### src/rtl/mips_pkg.sv
// Shared types and constants for the ID/EX issue stage.
package mips_pkg;

   // ALU opcodes understood by the EX stage.
   typedef enum logic [2:0] {
      AluAddu = 3'b000,
      AluSubu = 3'b001,
      AluAnd  = 3'b010,
      AluOr   = 3'b011,
      AluLui  = 3'b100
   } alu_op_e;

   // Which instruction field names the destination register.
   typedef enum logic [1:0] {
      WregNone = 2'd0,
      WregRd   = 2'd1,
      WregRt   = 2'd2
   } wreg_sel_e;

   // Primary opcodes, instr[31:26].
   localparam logic [5:0] OP_RTYPE = 6'b000000;
   localparam logic [5:0] OP_BEQ   = 6'b000100;
   localparam logic [5:0] OP_ANDI  = 6'b001100;
   localparam logic [5:0] OP_ORI   = 6'b001101;
   localparam logic [5:0] OP_LUI   = 6'b001111;
   localparam logic [5:0] OP_LW    = 6'b100011;
   localparam logic [5:0] OP_SW    = 6'b101011;

   // R-type function codes, instr[5:0].
   localparam logic [5:0] FN_ADDU = 6'b100001;
   localparam logic [5:0] FN_SUBU = 6'b100011;
   localparam logic [5:0] FN_AND  = 6'b100100;
   localparam logic [5:0] FN_OR   = 6'b100101;

   // Contents of the ID/EX pipeline register.
   typedef struct packed {
      logic        valid;
      alu_op_e     aluop;
      logic [31:0] a;
      logic [31:0] b;
      logic [31:0] store_data;
      logic [4:0]  wreg;
      logic        regwrite;
      logic        memread;
      logic        memwrite;
      logic [31:0] pc;
      logic        illegal;
   } id_ex_t;

   // An empty slot: nothing valid, no side effects.
   function automatic id_ex_t bubble(input logic [31:0] pc);
      id_ex_t b;
      b            = '0;
      b.aluop      = AluAddu;
      b.pc         = pc;
      return b;
   endfunction

endpackage

### src/rtl/issue_decode.sv
// Combinational instruction decoder for the issue stage.
module issue_decode
   import mips_pkg::*;
(
   input  logic [31:0] instr,
   output alu_op_e     aluop,
   output logic        bsel,      // 1: immediate, 0: rt value
   output logic        ext_sign,  // 1: sign-extend imm16
   output wreg_sel_e   wreg_sel,
   output logic        memread,
   output logic        memwrite,
   output logic        nop,
   output logic        illegal
);

   logic [5:0] op;
   logic [5:0] funct;

   assign op    = instr[31:26];
   assign funct = instr[5:0];

   // Decode opcode/funct into control fields.
   always_comb begin
      aluop    = AluAddu;
      bsel     = 1'b0;
      ext_sign = 1'b0;
      wreg_sel = WregNone;
      memread  = 1'b0;
      memwrite = 1'b0;
      nop      = 1'b0;
      illegal  = 1'b0;
      unique case (op)
         OP_RTYPE: begin
            if (instr == 32'h0) begin
               nop = 1'b1;
            end else begin
               wreg_sel = WregRd;
               unique case (funct)
                  FN_ADDU: aluop = AluAddu;
                  FN_SUBU: aluop = AluSubu;
                  FN_AND:  aluop = AluAnd;
                  FN_OR:   aluop = AluOr;
                  default: begin
                     wreg_sel = WregNone;
                     illegal  = 1'b1;
                  end
               endcase
            end
         end
         OP_ORI: begin
            aluop    = AluOr;
            bsel     = 1'b1;
            wreg_sel = WregRt;
         end
         OP_ANDI: begin
            aluop    = AluAnd;
            bsel     = 1'b1;
            wreg_sel = WregRt;
         end
         OP_LUI: begin
            aluop    = AluLui;
            bsel     = 1'b1;
            wreg_sel = WregRt;
         end
         OP_LW: begin
            bsel     = 1'b1;
            ext_sign = 1'b1;
            wreg_sel = WregRt;
            memread  = 1'b1;
         end
         OP_SW: begin
            bsel     = 1'b1;
            ext_sign = 1'b1;
            memwrite = 1'b1;
         end
         OP_BEQ: begin
            aluop = AluAddu;
         end
         default: illegal = 1'b1;
      endcase
   end

endmodule

### src/rtl/id_ex_issue.sv
// Decode-and-issue stage: decodes the ID instruction and registers it into ID/EX.
module id_ex_issue
   import mips_pkg::*;
#(
   parameter logic [31:0] PC_RESET = 32'h0000_3000
) (
   input  logic        clk,
   input  logic        reset,
   input  logic        id_valid,
   input  logic [31:0] id_instr,
   input  logic [31:0] id_pc,
   input  logic [31:0] id_rs_val,
   input  logic [31:0] id_rt_val,
   input  logic        ex_stall,
   input  logic        ex_flush,
   output logic        ex_valid,
   output logic [2:0]  ex_aluop,
   output logic [31:0] ex_a,
   output logic [31:0] ex_b,
   output logic [31:0] ex_store_data,
   output logic [4:0]  ex_wreg,
   output logic        ex_regwrite,
   output logic        ex_memread,
   output logic        ex_memwrite,
   output logic [31:0] ex_pc,
   output logic        ex_illegal
);

   alu_op_e   dec_aluop;
   logic      dec_bsel;
   logic      dec_ext_sign;
   wreg_sel_e dec_wreg_sel;
   logic      dec_memread;
   logic      dec_memwrite;
   logic      dec_nop;
   logic      dec_illegal;

   id_ex_t    id_bundle;
   id_ex_t    ex_q;
   logic [31:0] imm_ext;
   logic [4:0]  wreg;

   issue_decode u_decode (
      .instr    (id_instr),
      .aluop    (dec_aluop),
      .bsel     (dec_bsel),
      .ext_sign (dec_ext_sign),
      .wreg_sel (dec_wreg_sel),
      .memread  (dec_memread),
      .memwrite (dec_memwrite),
      .nop      (dec_nop),
      .illegal  (dec_illegal)
   );

   assign imm_ext = dec_ext_sign ? {{16{id_instr[15]}}, id_instr[15:0]}
                                 : {16'h0000, id_instr[15:0]};

   // Destination register mux.
   always_comb begin
      wreg = 5'd0;
      unique case (dec_wreg_sel)
         WregRd:  wreg = id_instr[15:11];
         WregRt:  wreg = id_instr[20:16];
         default: wreg = 5'd0;
      endcase
   end

   // Assemble the next ID/EX contents; nop and illegal become valid bubbles.
   always_comb begin
      id_bundle = bubble(PC_RESET);
      if (id_valid) begin
         if (dec_nop || dec_illegal) begin
            id_bundle.valid   = 1'b1;
            id_bundle.illegal = dec_illegal;
         end else begin
            id_bundle.valid      = 1'b1;
            id_bundle.aluop      = dec_aluop;
            id_bundle.a          = id_rs_val;
            id_bundle.b          = dec_bsel ? imm_ext : id_rt_val;
            id_bundle.store_data = dec_memwrite ? id_rt_val : 32'h0;
            id_bundle.wreg       = wreg;
            id_bundle.regwrite   = (wreg != 5'd0);
            id_bundle.memread    = dec_memread;
            id_bundle.memwrite   = dec_memwrite;
            id_bundle.pc         = id_pc;
         end
      end
   end

   // ID/EX register: flush beats stall, stall holds.
   always_ff @(posedge clk or posedge reset) begin
      if (reset) begin
         ex_q <= bubble(PC_RESET);
      end else if (ex_flush) begin
         ex_q <= bubble(PC_RESET);
      end else if (!ex_stall) begin
         ex_q <= id_bundle;
      end
   end

   assign ex_valid      = ex_q.valid;
   assign ex_aluop      = ex_q.aluop;
   assign ex_a          = ex_q.a;
   assign ex_b          = ex_q.b;
   assign ex_store_data = ex_q.store_data;
   assign ex_wreg       = ex_q.wreg;
   assign ex_regwrite   = ex_q.regwrite;
   assign ex_memread    = ex_q.memread;
   assign ex_memwrite   = ex_q.memwrite;
   assign ex_pc         = ex_q.pc;
   assign ex_illegal    = ex_q.illegal;

endmodule

### config.mk
export PLATFORM = sky130hd
export DESIGN_NAME = id_ex_issue
export DESIGN_NICKNAME = d
export VERILOG_FILES = /design/src/rtl/mips_pkg.sv /design/src/rtl/issue_decode.sv /design/src/rtl/id_ex_issue.sv
export SDC_FILE = /design/constraint.sdc
export NUM_CORES = 1
export LEC_CHECK = 0
export ABC_CLOCK_PERIOD_IN_PS = 7800
export CAP_MARGIN = 30
export CORE_MARGIN = 2
export CORE_UTILIZATION = 45
export DETAILED_ROUTE_END_ITERATION = 8
export MAX_ROUTING_LAYER = met4
export PLACE_DENSITY = 0.83
export SLEW_MARGIN = 20
export SYNTH_ARGS = -nofsm -noshare
export SYNTH_HDL_FRONTEND = slang
export SYNTH_SLANG_ARGS = --single-unit
export TNS_END_PERCENT = 5
### constraint.sdc
create_clock -name clk -period 7.8 [get_ports clk]
set_input_delay 1.17 -clock clk [delete_from_list [all_inputs] [get_ports clk]]
set_output_delay 1.17 -clock clk [all_outputs]
set_load 0.01 [all_outputs]
# ---- Word-level counts from Yosys, hierarchy flattened
# Index checks and enable logic that the tools add are counted.
dict set report totals {
  register_bits 141
  input_bits 133
  out_inout_bits 141
  wordCells 57
}
dict set report op_classes {
  eq_ne 13
  mux 24
  reduce_logical 9
}
# op count
set op_table {}
lappend op_table {{141-bit 2-to-1 mux} 3}
lappend op_table {{139-bit 2-to-1 mux} 1}
lappend op_table {{32-bit 2-to-1 mux} 3}
lappend op_table {{6-bit equality test (second input constant)} 6}
lappend op_table {{32-bit zero test} 1}
lappend op_table {{6-bit by 4-bit equality test with 1-bit output (second input constant)} 3}
lappend op_table {{3-bit one-hot mux with 4 select lines} 1}
lappend op_table {{1-bit 2-to-1 mux} 10}
lappend op_table {{5-bit one-hot mux with 2 select lines} 1}
lappend op_table {{4-bit OR reduction} 2}
lappend op_table {{6-bit by 3-bit equality test with 1-bit output (second input constant)} 1}
lappend op_table {{6-bit zero test} 1}
lappend op_table {{2-bit one-hot mux with 3 select lines} 1}
lappend op_table {{6-bit OR reduction} 1}
lappend op_table {{5-bit nonzero test} 1}
lappend op_table {{5-bit OR reduction} 1}
lappend op_table {{2-bit one-hot mux with 2 select lines} 1}
lappend op_table {{3-bit 2-to-1 mux} 1}
lappend op_table {{2-bit by 1-bit equality test with 1-bit output (second input constant)} 1}
lappend op_table {{2-bit equality test (second input constant)} 1}
lappend op_table {{2-bit 2-to-1 mux} 1}
lappend op_table {{2-bit by 1-bit inequality test with 1-bit output (second input constant)} 1}
lappend op_table {{1-bit one-hot mux with 2 select lines} 1}
lappend op_table {{2-bit OR reduction} 1}
lappend op_table {{1-bit logical OR} 1}

# ---- Depth between registers and ports, before layout
# Gate-level depths: netlist of the first run.
dict set report logic_depth {
  ltp_word 12
  ltp_mapped 9
  mapped_depth_nobuf 9
}

# ---- Hierarchy
# Synthesis of the first run repeated with hierarchy kept, for this count alone.
dict set report hier_totals {
  cells_unflattened 459
  area_unflattened_um2 5587.9
}
# module instances cells_each area_each_um2 seq_area_each_um2
set by_module_without_submodules {}
lappend by_module_without_submodules {id_ex_issue 1 415 5336.4 3530.9}
lappend by_module_without_submodules {issue_decode 1 44 251.5 0.0}

# ---- Least setup slack after synthesis of the first run
# OpenSTA, ideal clock, no wires.
dict set report synth_timing {
  path_kind {input-to-reg}
  start {in id_instr[29]}
  end {reg ex_q (netlist bit ex_regwrite)}
  setup_time_ns 0.135
  arrival_ns 2.804
  required_time_ns 7.665
  setup_slack_ns 4.861
  stages 9
  n_path_buf 0
  path_cell_list {or3_1 -> or4_4 -> nor2_1 -> inv_1 -> ha_1 -> a22oi_1 -> a31oi_1 -> nor2_1 -> o31ai_1}
}
dict set report synth_via {
  elab_chain_cells 10
  word_cells_on_any_way 25
  classes_between {eq/ne (8); mux (11); reduce/logical (6)}
}
# item line
set synth_rtl {}
lappend synth_rtl {{start: declaration} id_ex_issue.sv:10} ;# input logic [31:0] id_instr,
lappend synth_rtl {{32-bit zero test, or another cell as far along} issue_decode.sv:34} ;# if (instr == 32'h0) begin
lappend synth_rtl {{2-bit 2-to-1 mux / 4-bit OR reduction (equally long branches)} --}
lappend synth_rtl {{2-bit one-hot mux with 2 select lines} issue_decode.sv:32} ;# unique case (op)
lappend synth_rtl {{2-bit equality test / 2-bit by 1-bit equality test with 1-bit output (equally long branches)} id_ex_issue.sv:61} ;# unique case (dec_wreg_sel)
lappend synth_rtl {{5-bit one-hot mux with 2 select lines} id_ex_issue.sv:61}
lappend synth_rtl {{5-bit nonzero test} id_ex_issue.sv:82} ;# id_bundle.regwrite = (wreg != 5'd0);
lappend synth_rtl {{139-bit 2-to-1 mux *} id_ex_issue.sv:72} ;# if (dec_nop || dec_illegal) begin
lappend synth_rtl {{141-bit 2-to-1 mux *} id_ex_issue.sv:71} ;# if (id_valid) begin
lappend synth_rtl {{141-bit 2-to-1 mux *} id_ex_issue.sv:96} ;# end else if (!ex_stall) begin
lappend synth_rtl {{141-bit 2-to-1 mux *} id_ex_issue.sv:94} ;# end else if (ex_flush) begin
lappend synth_rtl {{end signal: assignment} id_ex_issue.sv:93} ;# ex_q <= bubble(PC_RESET);
lappend synth_rtl {{end signal: assignment} id_ex_issue.sv:95} ;# ex_q <= bubble(PC_RESET);
lappend synth_rtl {{end signal: assignment} id_ex_issue.sv:97} ;# ex_q <= id_bundle;
lappend synth_rtl {{end: declaration} id_ex_issue.sv:39} ;# id_ex_t ex_q;
# Every way passes the cells marked *; elsewhere a longest branch is shown, timed or not. The select of a mux whose other input is x is not followed.
# A chain may end at the register's enable or synchronous reset.

# ---- Final worst setup path of the first run
dict set report layout_timing {
  start {in id_instr[26]}
  end {reg ex_q (netlist bit ex_regwrite)}
}
# Same word-level chain as after synthesis.

==> results of run 1 <==
[cells by family after synthesis]
group,after synthesis,synth area share [%]
multiplexers,16,2.63
adder cells (fa/ha/maj),2,0.411
buffers and inverters,112,7.44
flip-flops,141,58.0
AND/OR/NAND/NOR,135,9.62
AO/OA/AOI/OAI,175,21.9
[where the power goes]
part	switching [mW]	leakage, nW	internal, mW	total (mW)
registers	0.00285	1.96	0.737	0.740
clock network	0.289	0.291	0.502	0.791
logic	0.0836	2.05	0.0860	0.170
[how the worst max path moves through the flow]
stage	startpoint	endpoint	slack [ns]	cells past startpoint
floorplan	reset	ex_a[0]$_DFFE_PP0P_	2.85	1
global placement	id_instr[26]	ex_b[11]$_DFFE_PP0P_	3.94	6
detailed placement	id_instr[26]	ex_regwrite$_DFFE_PP0P_	3.95	10
CTS	id_instr[26]	ex_regwrite$_DFFE_PP0P_	4.38	10
global route	id_instr[29]	ex_regwrite$_DFFE_PP0P_	4.21	10
finish	id_instr[26]	ex_regwrite$_DFFE_PP0P_	4.35	10
[metrics by stage]
stage	instances	instance area [sq um]	util [%]	setup slack, ns
2_1_floorplan	581	6090	-	2.85
3_3_place_gp	991	8920	67.4	3.94
3_5_place_dp	994	8990	67.9	3.95
4_1_cts	1026	9570	72.2	4.38
5_1_grt	1027	9590	72.4	4.21
6_report	1027	9590	72.4	4.35
[flip-flops by register name (all words and copies together), names as in the netlist]
register	cells
ex_memwrite	1
ex_valid	1
ex_illegal	1
ex_store_data	32
ex_regwrite	1
ex_pc	32
ex_aluop	3
ex_memread	1
ex_b	32
ex_a	32
ex_wreg	5
[routing by layer]
metal | share of wire [%] | global-route usage, % | vias up
li1 | - | - | 2579
met1 | 38 | 31.5 | 2746
met2 | 51 | 45.0 | 287
met3 | 7.0 | 5.57 | 43
met4 | 3.1 | 10.6 | 0
met5 | 0 | - | -
[cell usage in the layout (no fill, tap or decap), types with 7 or more instances in the layout]
cell type	synthesis	routed
a21oi_1	17	17
a22o_1	32	32
buf_4	5	9
clkbuf_16	0	17
clkdlybuf4s50_1	0	273
dfrtp_1	139	139
inv_1	65	64
mux2i_1	16	16
nand2_1	106	106
nor4_1	7	7
o31ai_1	97	97
o41ai_1	8	8
[layout make-up]
type                            instances  share of cell area [%]
Tap cell                              176                    2.30
Multi-Input combinational cell        328                    22.2
Clock inverter                          7                   0.887
Clock buffer                           25                    5.16
Timing Repair Buffer                  285                    30.0
Sequential cell                       141                    36.8
Inverter                               65                    2.60
==> summary.md, run 1 <==
| Metric | Value |
|---|---|
| Status | `complete, no violations` |
| H-tree depth | `4` |
| Setup Crit Path Kind | `in -> reg` |
| Slowest library cell on the worst path | `clkdlybuf4s50_1` |
| Max Cap Viol | `0` |
| First-iteration detailed-routing DRC count | `513` |
| Die W | `120 microns` |
| Routability cong. | `0.905` |
| Reg2Reg Capture Point | `ex_illegal$_DFFE_PP0P_` |
| Post-CTS Setup Inserts | `0` |
| Die H | `120 microns` |
| FF-to-FF path depth | `1` |
| Worst EP arrival | `3.72 ns` |
| Synth Instances | `581` |
| Fin crit period | `3.45 ns` |
| Row cnt | `42` |
| Core Area | `13,200 sq um` |
| CTS resizes | `0` |
| Finish-stage setup viols | `0` |
| Vias | `5,655` |
| #FFs+latches synth | `~140` |
| Layout Nets | `between 900 and 1,000` |
| Setup TNS | `0 ns` |
| CTS tree | `built` |
| Starting Density | `46.0%` |
| Worst setup SP type | `input port` |
| Slew Viols, Final | `0` |
| Power, Total | `1.70 mW` |
| Clock buffers created by TritonCTS | `17` |
| Area of the multi-input gates | `~2100 sq um` |
| Congestion Overflow GR | `0` |
| Synth Area per Inst | `around 10 sq um` |
| Clk buf depth | `2` |
| Worst r2r src | `ex_illegal$_DFFE_PP0P_` |
| Worst hold path type | `reg -> reg` |
| Vias per cell | `5.51` |
| Most instantiated library cell after synthesis | `dfrtp_1` |
| CP max FO | `6` |
| Mapped Area | `6090 sq um` |
| HPWL after DPL | `13.3 mm` |
| Max VDD drop | `between 100 and 150 uV` |
| Post-synth EDFFs | `0` |
| Worst Setup End Kind | `flop` |
| FF/Latch Area | `3530 sq um` |
| Root Driver | `clkbuf_16` |
| CP delay by family, top | `simple AND/OR/NAND/NOR gates` |
| Layout cells sized above 1 | `5.64%` |
| Leakage power figure | `4.30 nW` |
| # hold bufs at CTS | `0` |
| YS warnings | `0` |
| Skew-Pair Late Insertion Delay | `0.41 ns` |
| Post-synth ARST share | `100%` |
| List of most frequent post-synthesis cells | `139 x dfrtp_1, 106 x nand2_1, 97 x o31ai_1` |
| Die footprint | `14,500 sq um` |
| P per Cell Area | `177 nW/um^2` |
| Synthesis-to-layout area growth | `57.6%` |
| First-pass GRT wire length | `29.4 mm` |
| Pin count of the biggest net entering global routing | `79` |
| Unrepaired setup endpoints after global routing | `no` |
| Slew margin rel. | `48.6%` |
| Post-synthesis net count | `716` |
| Hold Path Origin | `ex_b[28]$_DFFE_PP0P_` |
| Initial DRT Pass Iterations | `8` |
| Clock sink total | `141` |
| Reg2Reg Setup Slack | `7.00 ns` |
| Synth area leader | `dfrtp_1` |
| Total track usage | `26.7%` |
| Cell Chain, Critical Path | `clkdlybuf4s50_1 -> or3_1 -> or4_4 -> nor2_1 -> inv_1 -> ha_1 -> a22oi_1 -> a31oi_1 -> nor2_1 -> o31ai_1` |
| DRT antenna net count | `0` |
| I/O pins | `274` |
| Worst path buffer plus inverter count | `2` |
| # port buffers | `about 270` |
| Final Cycle Share | `44.2%` |
| Vias in the first global route | `5,644` |
| Worst-Margin Slew | `slightly below 0.8 ns` |
| WHS | `0.474 ns` |
| DRC Markers | `0` |
| Sequential share of the synthesized area | `58.0%` |
| Initial antenna violation count | `0` |
| Hold endpoint | `ex_b[28]$_DFFE_PP0P_` |
| Most frequent CP cell | `nor2_1` |
| Main flop type after synthesis | `dfrtp_1` |
| Routed WL | `18.9 mm` |
| Post-synth cell types | `40` |
| Clk_skew | `0 ns` |
| Synth area leaders | `dfrtp_1 57%, o31ai_1 12%, nand2_1 6.5%` |
| Hold Crit Depth | `2` |
| Post-synth top area share | `57.1%` |
| Final hold vios | `0` |
| Required time of the critical path | `8.07 ns` |
| Filler Cells Inserted | `around 950` |
| CP max stage delay | `0.53 ns` |
| Fmax | `290 MHz` |
| Wire per inst | `18.4 microns` |
| Clock slew at reported path FFs | `0.05 ns` |
| Antenna cell count | `0` |
Note: power is estimated with default switching activity, not from simulation.
==> run 2: changes to the inputs <==
ABC_CLOCK_PERIOD_IN_PS = 3500   (was 7800)
CORE_UTILIZATION = 42   (was 45)
PLACE_DENSITY = 0.78   (was 0.83)
clock period = 3.5 ns   (was 7.8 ns; I/O delays follow)
==> run 2 against run 1 <==
Compared with the run above: combinational power up 120%; via count down 1.5%; sequential power up 120%; die area up 6.9%; utilization down 5.5 points; worst hold slack better by 0.0018 ns; setup slack worse by 3.6 ns; critical path type unchanged.
==> summary.md, run 2 (same netlist as run 1, synthesis figures left out) <==
| Metric | Value |
|---|---|
| Worst Setup End Kind | `flop` |
| Clock slew at reported path FFs | `0.06 ns` |
| Reg2Reg Setup Slack | `2.68 ns` |
| I/O pins | `274` |
| H-tree depth | `4` |
| Fin area | `just under 10,000 sq um` |
| Die H | `124 microns` |
| Highest routed layer | `met4` |
| Hold Crit Depth | `2` |
| Slew margin rel. | `37.6%` |
| DRC Markers | `0` |
| Max Cap Viol | `0` |
| Synthesis-to-layout area growth | `58.1%` |
| Layout cells sized above 1 | `roughly 6.2%` |
| Fmax | `365 MHz` |
| Worst EP arrival | `3.04 ns` |
| # port buffers | `roughly 270` |
| Worst setup SP type | `input port` |
| Met1 Wirelength | `7.60 mm` |
| First-pass GRT wire length | `30.4 mm` |
| CTS resizes | `0` |
| Initial antenna violation count | `0` |
| Layout Nets | `974` |
| Finished Core Util | `67.0%` |
| Routed WL | `18.7 mm` |
| Clk_skew | `0 ns` |
| Hold Path Origin | `ex_pc[4]$_DFFE_PP0P_` |
| Starting Density | `42.4%` |
| First-iteration detailed-routing DRC count | `~270` |
| Worst r2r src | `ex_illegal$_DFFE_PP0P_` |
| Vias | `around 5,600` |
| DRT antenna net count | `0` |
| Vias per cell | `between 5 and 6` |
| Final Cycle Share | `78.2%` |
| Vias in the first global route | `5,851` |
| Antenna cell count | `0` |
| Area of the multi-input gates | `2130 sq um` |
| FF/Latch Area | `around 3500 sq um` |
| Clock sink total | `141` |
| Pin count of the biggest net entering global routing | `81` |
| Worst hold path type | `reg -> reg` |
| Unrepaired setup endpoints after global routing | `no` |
| Fin crit period | `2.74 ns` |
| Die W | `124 microns` |
| Row cnt | `44` |
| Skew-Pair Late Insertion Delay | `0.40 ns` |
| HPWL after DPL | `13.4 mm` |
| Finish-stage setup viols | `0` |
| Commonest non-fill, non-tap cells in the layout | `273 x clkdlybuf4s50_1, 139 x dfrtp_1, 106 x nand2_1` |
| Met2 wire len | `about 9.3 mm` |
| Congestion Overflow GR | `0` |
| Clk buf depth | `2` |
| Clock buffers created by TritonCTS | `17` |
| Hold endpoint | `ex_pc[4]$_DFFE_PP0P_` |
| WHS | `0.476 ns` |
| # hold bufs at CTS | `0` |
| Slew Viols, Final | `0` |
| Commonest non-fill, non-tap cell in the layout | `clkdlybuf4s50_1` |
| Routability cong. | `between 0.8 and 0.9` |
| Initial DRT Pass Iterations | `5` |
| Max VDD drop | `281 uV` |
| Status | `complete, no violations` |
| Root Driver | `clkbuf_16` |
| Total track usage | `approximately 25%` |
| Reg2Reg Capture Point | `ex_illegal$_DFFE_PP0P_` |
| Wire per inst | `18.1 microns` |
| Core Area | `14,400 sq um` |
| Setup TNS | `0 ns` |
| Filler Cells Inserted | `between 1,000 and 1,500` |
| P per Cell Area | `approximately 410 nW/um^2` |
| Required time of the critical path | `3.80 ns` |
| Final hold vios | `0` |
| Setup Crit Path Kind | `in -> reg` |
| Post-CTS Setup Inserts | `0` |
| FF-to-FF path depth | `1` |
| Placed Area | `between 8000 and 9000 sq um` |
| CP max FO | `7` |
| Routed length on met3 | `1.15 mm` |
| Leakage power figure | `4.29 nW` |
| Worst-Margin Slew | `0.934 ns` |
| Die footprint | `15,500 sq um` |
| CTS tree | `built` |
## run 2: cell types whose count changed in the layout (fill, tap and decap cells not counted)
cell | before | now
buf_12 | 0 | 2
buf_16 | 3 | 0
buf_4 | 9 | 11
bufinv_16 | 2 | 4
clkbuf_1 | 4 | 0
clkbuf_8 | 4 | 1
clkinv_2 | 5 | 3
clkinv_4 | 0 | 1
clkinvlp_4 | 0 | 5
inv_6 | 1 | 2
## run 2: report_power, final
group,leakage [nW],internal (mW),switching (mW)
clock network,0.299,1.21,0.695
logic,2.04,0.189,0.185
registers,1.96,1.64,0.00630
## run 2: how the worst max path moves through the flow
stage / to / slack [ns] / from / depth (start not counted)
final: ex_regwrite$_DFFE_PP0P_ / 0.76 / id_instr[29] / 9
after global routing: ex_regwrite$_DFFE_PP0P_ / 0.63 / id_instr[29] / 9
after CTS: ex_regwrite$_DFFE_PP0P_ / 0.82 / id_instr[29] / 9
after detailed placement: ex_regwrite$_DFFE_PP0P_ / 0.38 / id_instr[29] / 9
after global placement: ex_regwrite$_DFFE_PP0P_ / 0.53 / id_instr[29] / 10
after floorplan: ex_a[0]$_DFFE_PP0P_ / 1.21 / reset / 1
## run 2: cell type report
class / instances / area share (%)
multi-input combinational: 328 / 22.1
sequential: 141 / 36.7
tap: 184 / 2.39
clock buffer: 18 / 4.56
timing repair buffer: 286 / 29.7
inverter: 65 / 2.57
clock inverter: 14 / 1.99
## run 2: metal layers
metal	GRT usage (%)	vias to the layer above
met4	12.3	0
met1	29.9	2705
met3	6.01	51
li1	-	2561
met2	40.3	252
met5	-	-
## run 2: metrics by stage
stage          total power, mW  cells  setup WS, ns
2_1_floorplan             1.82    581          1.21
3_3_place_gp              2.04   1004         0.534
3_5_place_dp              2.05   1004         0.384
4_1_cts                   3.96   1036         0.816
5_1_grt                   4.08   1036         0.631
6_report                  3.93   1036         0.764
## run 2: critical path, stage by stage
cell and delay, ns:
clkdlybuf4s50_1 0.51, or3_1 0.42, or4_4 0.45, nor2_1 0.20, ha_1 0.28, a22oi_1 0.15
a31oi_1 0.19, nor2_1 0.06, o31ai_1 0.24
==> run 3: changes to the inputs <==
ABC_CLOCK_PERIOD_IN_PS = 2200   (was 3500)
CORE_UTILIZATION = 38   (was 42)
PLACE_DENSITY = 0.74   (was 0.78)
clock period = 2.2 ns   (was 3.5 ns; I/O delays follow)
==> run 3 against run 2 <==
Compared with the run above: register-to-register slack got worse by 1.3 ns; combinational power grew 82%; critical path depth up 2; cell area grew 5.9%; via count grew 1.7%; worst hold slack got worse by 0.16 ns; global-route usage decreased by 1.0 points; cell count rose by 6.9%; non-clock buffer count increased by 40; die area is 10% higher; clock-buffer cell count is the same; clock power grew 60%; highest routed layer unchanged.
==> summary.md, run 3 (same netlist as run 1, synthesis figures left out) <==
| Metric | Value |
|---|---|
| Status | `complete, no violations` |
| Reg2Reg Setup Slack | `roughly 1.4 ns` |
| Commonest non-fill, non-tap cell in the layout | `clkdlybuf4s50_1` |
| Worst r2r src | `ex_illegal$_DFFE_PP0P_` |
| Vias | `approximately 5,700` |
| Worst hold path type | `in -> async` |
| Setup Crit Path Kind | `in -> reg` |
| Sw Share | `a little under a quarter` |
| P per Cell Area | `624 nW/um^2` |
| Required time of the critical path | `2.50 ns` |
| Routability cong. | `0.861` |
| DRC Markers | `0` |
| I/O pins | `274` |
| FF-to-FF path depth | `1` |
| First-pass GRT wire length | `30.5 mm` |
| Die footprint | `17,000 sq um` |
| Fin area | `10,200 sq um` |
| Row cnt | `46` |
| Antenna cell count | `0` |
| Commonest non-fill, non-tap cells in the layout | `270 x clkdlybuf4s50_1, 139 x dfrtp_1, 106 x nand2_1` |
| First-iteration detailed-routing DRC count | `399` |
| CTS tree | `built` |
| Root Driver | `clkbuf_16` |
| P_int | `between 4 and 5 mW` |
| Met2 wire len | `9.85 mm` |
| Finished Core Util | `64.6%` |
| Congestion Overflow GR | `0` |
| Critical path startpoint | `id_instr[5]` |
| Layout Nets | `1,014` |
| Combinational share of power | `10.7%` |
| Highest routed layer | `met4` |
| Met1 Wirelength | `8.48 mm` |
| Fmax | `around 500 MHz` |
| Clock network fraction of design power | `roughly half` |
| Die W | `roughly 130 microns` |
| Final Cycle Share | `90.6%` |
| FF/Latch Area | `3530 sq um` |
| Clock buffers created by TritonCTS | `17` |
| Sequential share of power | `between 40% and 50%` |
| Clock sink total | `141` |
| WHS | `around 0.31 ns` |
| Initial antenna violation count | `0` |
| # port buffers | `273` |
| CP max FO | `5` |
| Reg2Reg Capture Point | `ex_illegal$_DFFE_PP0P_` |
| Leakage power figure | `~4.6 nW` |
| Starting Density | `between 30% and 40%` |
| Worst setup SP type | `input port` |
| HPWL after DPL | `14.1 mm` |
| H-tree depth | `4` |
| Finish-stage setup viols | `0` |
| Final hold vios | `0` |
| Core Area | `15,800 sq um` |
| Max Cap Viol | `0` |
| Routed length on met3 | `1.20 mm` |
| Vias per cell | `between 5 and 6` |
| Clk buf depth | `2` |
| Unrepaired setup endpoints after global routing | `no` |
| Worst Setup EP | `ex_regwrite$_DFFE_PP0P_` |
| Total track usage | `around 24%` |
| Filler Cells Inserted | `1,287` |
| Routed WL | `20.0 mm` |
| Sw power | `1.46 mW` |
| Layout cells sized above 1 | `11.7%` |
| Slew Viols, Final | `0` |
| Vias in the first global route | `5,704` |
| Max VDD drop | `548 uV` |
| Area of the multi-input gates | `2200 sq um` |
| Initial DRT Pass Iterations | `4` |
| Placed Area | `roughly 9500 sq um` |
| Worst-Margin Slew | `about 0.50 ns` |
| Slew margin rel. | `66.5%` |
| Worst EP arrival | `2.29 ns` |
| Pin count of the biggest net entering global routing | `57` |
| Skew-Pair Late Insertion Delay | `0.42 ns` |
| Wire per inst | `approximately 18 microns` |
| DRT antenna net count | `0` |
| Clk_skew | `0 ns` |
| Clock slew at reported path FFs | `0.06 ns` |
| Synthesis-to-layout area growth | `67.4%` |
| Worst Setup End Kind | `flop` |
| Fin crit period | `1.99 ns` |
| Die H | `131 microns` |
run 3: changes by cell type in the layout (fill, tap and decap cells not counted), moves of 3 or more:
cell / delta
a22oi_2: +5
dlymetal6s2s_1: +3
buf_12: +12
clkinv_4: +3
clkdlybuf4s50_1: -3
buf_4: +28
a22oi_1: -5
run 3: repair_timing:
item                                   in CTS  in global routing
resized for setup                          13                  4
endpoints found under the hold margin       0                  0
hold buffers                                0                  0
setup endpoints to repair                   6                  4
buffers inserted                            0                  1
pin swaps                                   0                  5
run 3: power by group through the flow:
stage	Sequential, mW	Clock [mW]	Combinational (mW)
6_report	2.62	3.06	0.680
3_3_place_gp	2.67	0	0.669
4_1_cts	2.62	3.12	0.685
3_5_place_dp	2.67	0	0.675
2_1_floorplan	2.68	0	0.214
5_1_grt	2.62	3.22	0.734
run 3: metal layers:
layer | up-vias | GRT usage (%)
li1 | 2649 | -
met1 | 2780 | 30.4
met2 | 197 | 38.6
met3 | 38 | 5.17
met4 | 0 | 8.95
met5 | - | -
run 3: worst min path at each step:
stage	from	to	slack [ns]	cells past startpoint
4_1_cts	reset	ex_a[17]$_DFFE_PP0P_	0.32	2
6_report	reset	ex_a[17]$_DFFE_PP0P_	0.31	2
5_1_grt	reset	ex_a[17]$_DFFE_PP0P_	0.34	2
2_1_floorplan	id_instr[29]	ex_memread$_DFFE_PP0P_	0.43	1
3_3_place_gp	ex_a[30]$_DFFE_PP0P_	ex_a[30]$_DFFE_PP0P_	0.46	2
3_5_place_dp	ex_b[9]$_DFFE_PP0P_	ex_b[9]$_DFFE_PP0P_	0.46	2
run 3: stage by stage:
step           cells  setup WS, ns  power (mW)  TNS (ns)
2_1_floorplan    581         0.101        2.89         0
3_5_place_dp    1075        -0.569        3.34    -25.60
6_report        1107         0.206        6.36         0
4_1_cts         1106       0.00613        6.42         0
5_1_grt         1107         0.103        6.58         0
3_3_place_gp    1075        -0.486        3.34    -22.10
run 3: area by class of cell:
class / instances / share of cell area [%]
clock inverters: 13 / 1.88
well taps: 216 / 2.65
repair buffers: 326 / 32.5
flip-flops and latches: 141 / 34.6
multi-input cells: 328 / 21.6
clock buffers: 18 / 4.31
inverters: 65 / 2.43
run 3: worst max-delay path, cell delays in order:
cell             delay (ns)
clkdlybuf4s50_1        0.47
nor3b_1                0.27
buf_4                  0.17
o21ai_0                0.16
nor2_4                 0.19
inv_2                  0.06
ha_4                   0.18
a22oi_2                0.16
a31oi_1                0.10
nor2_1                 0.13
o31ai_1                0.07
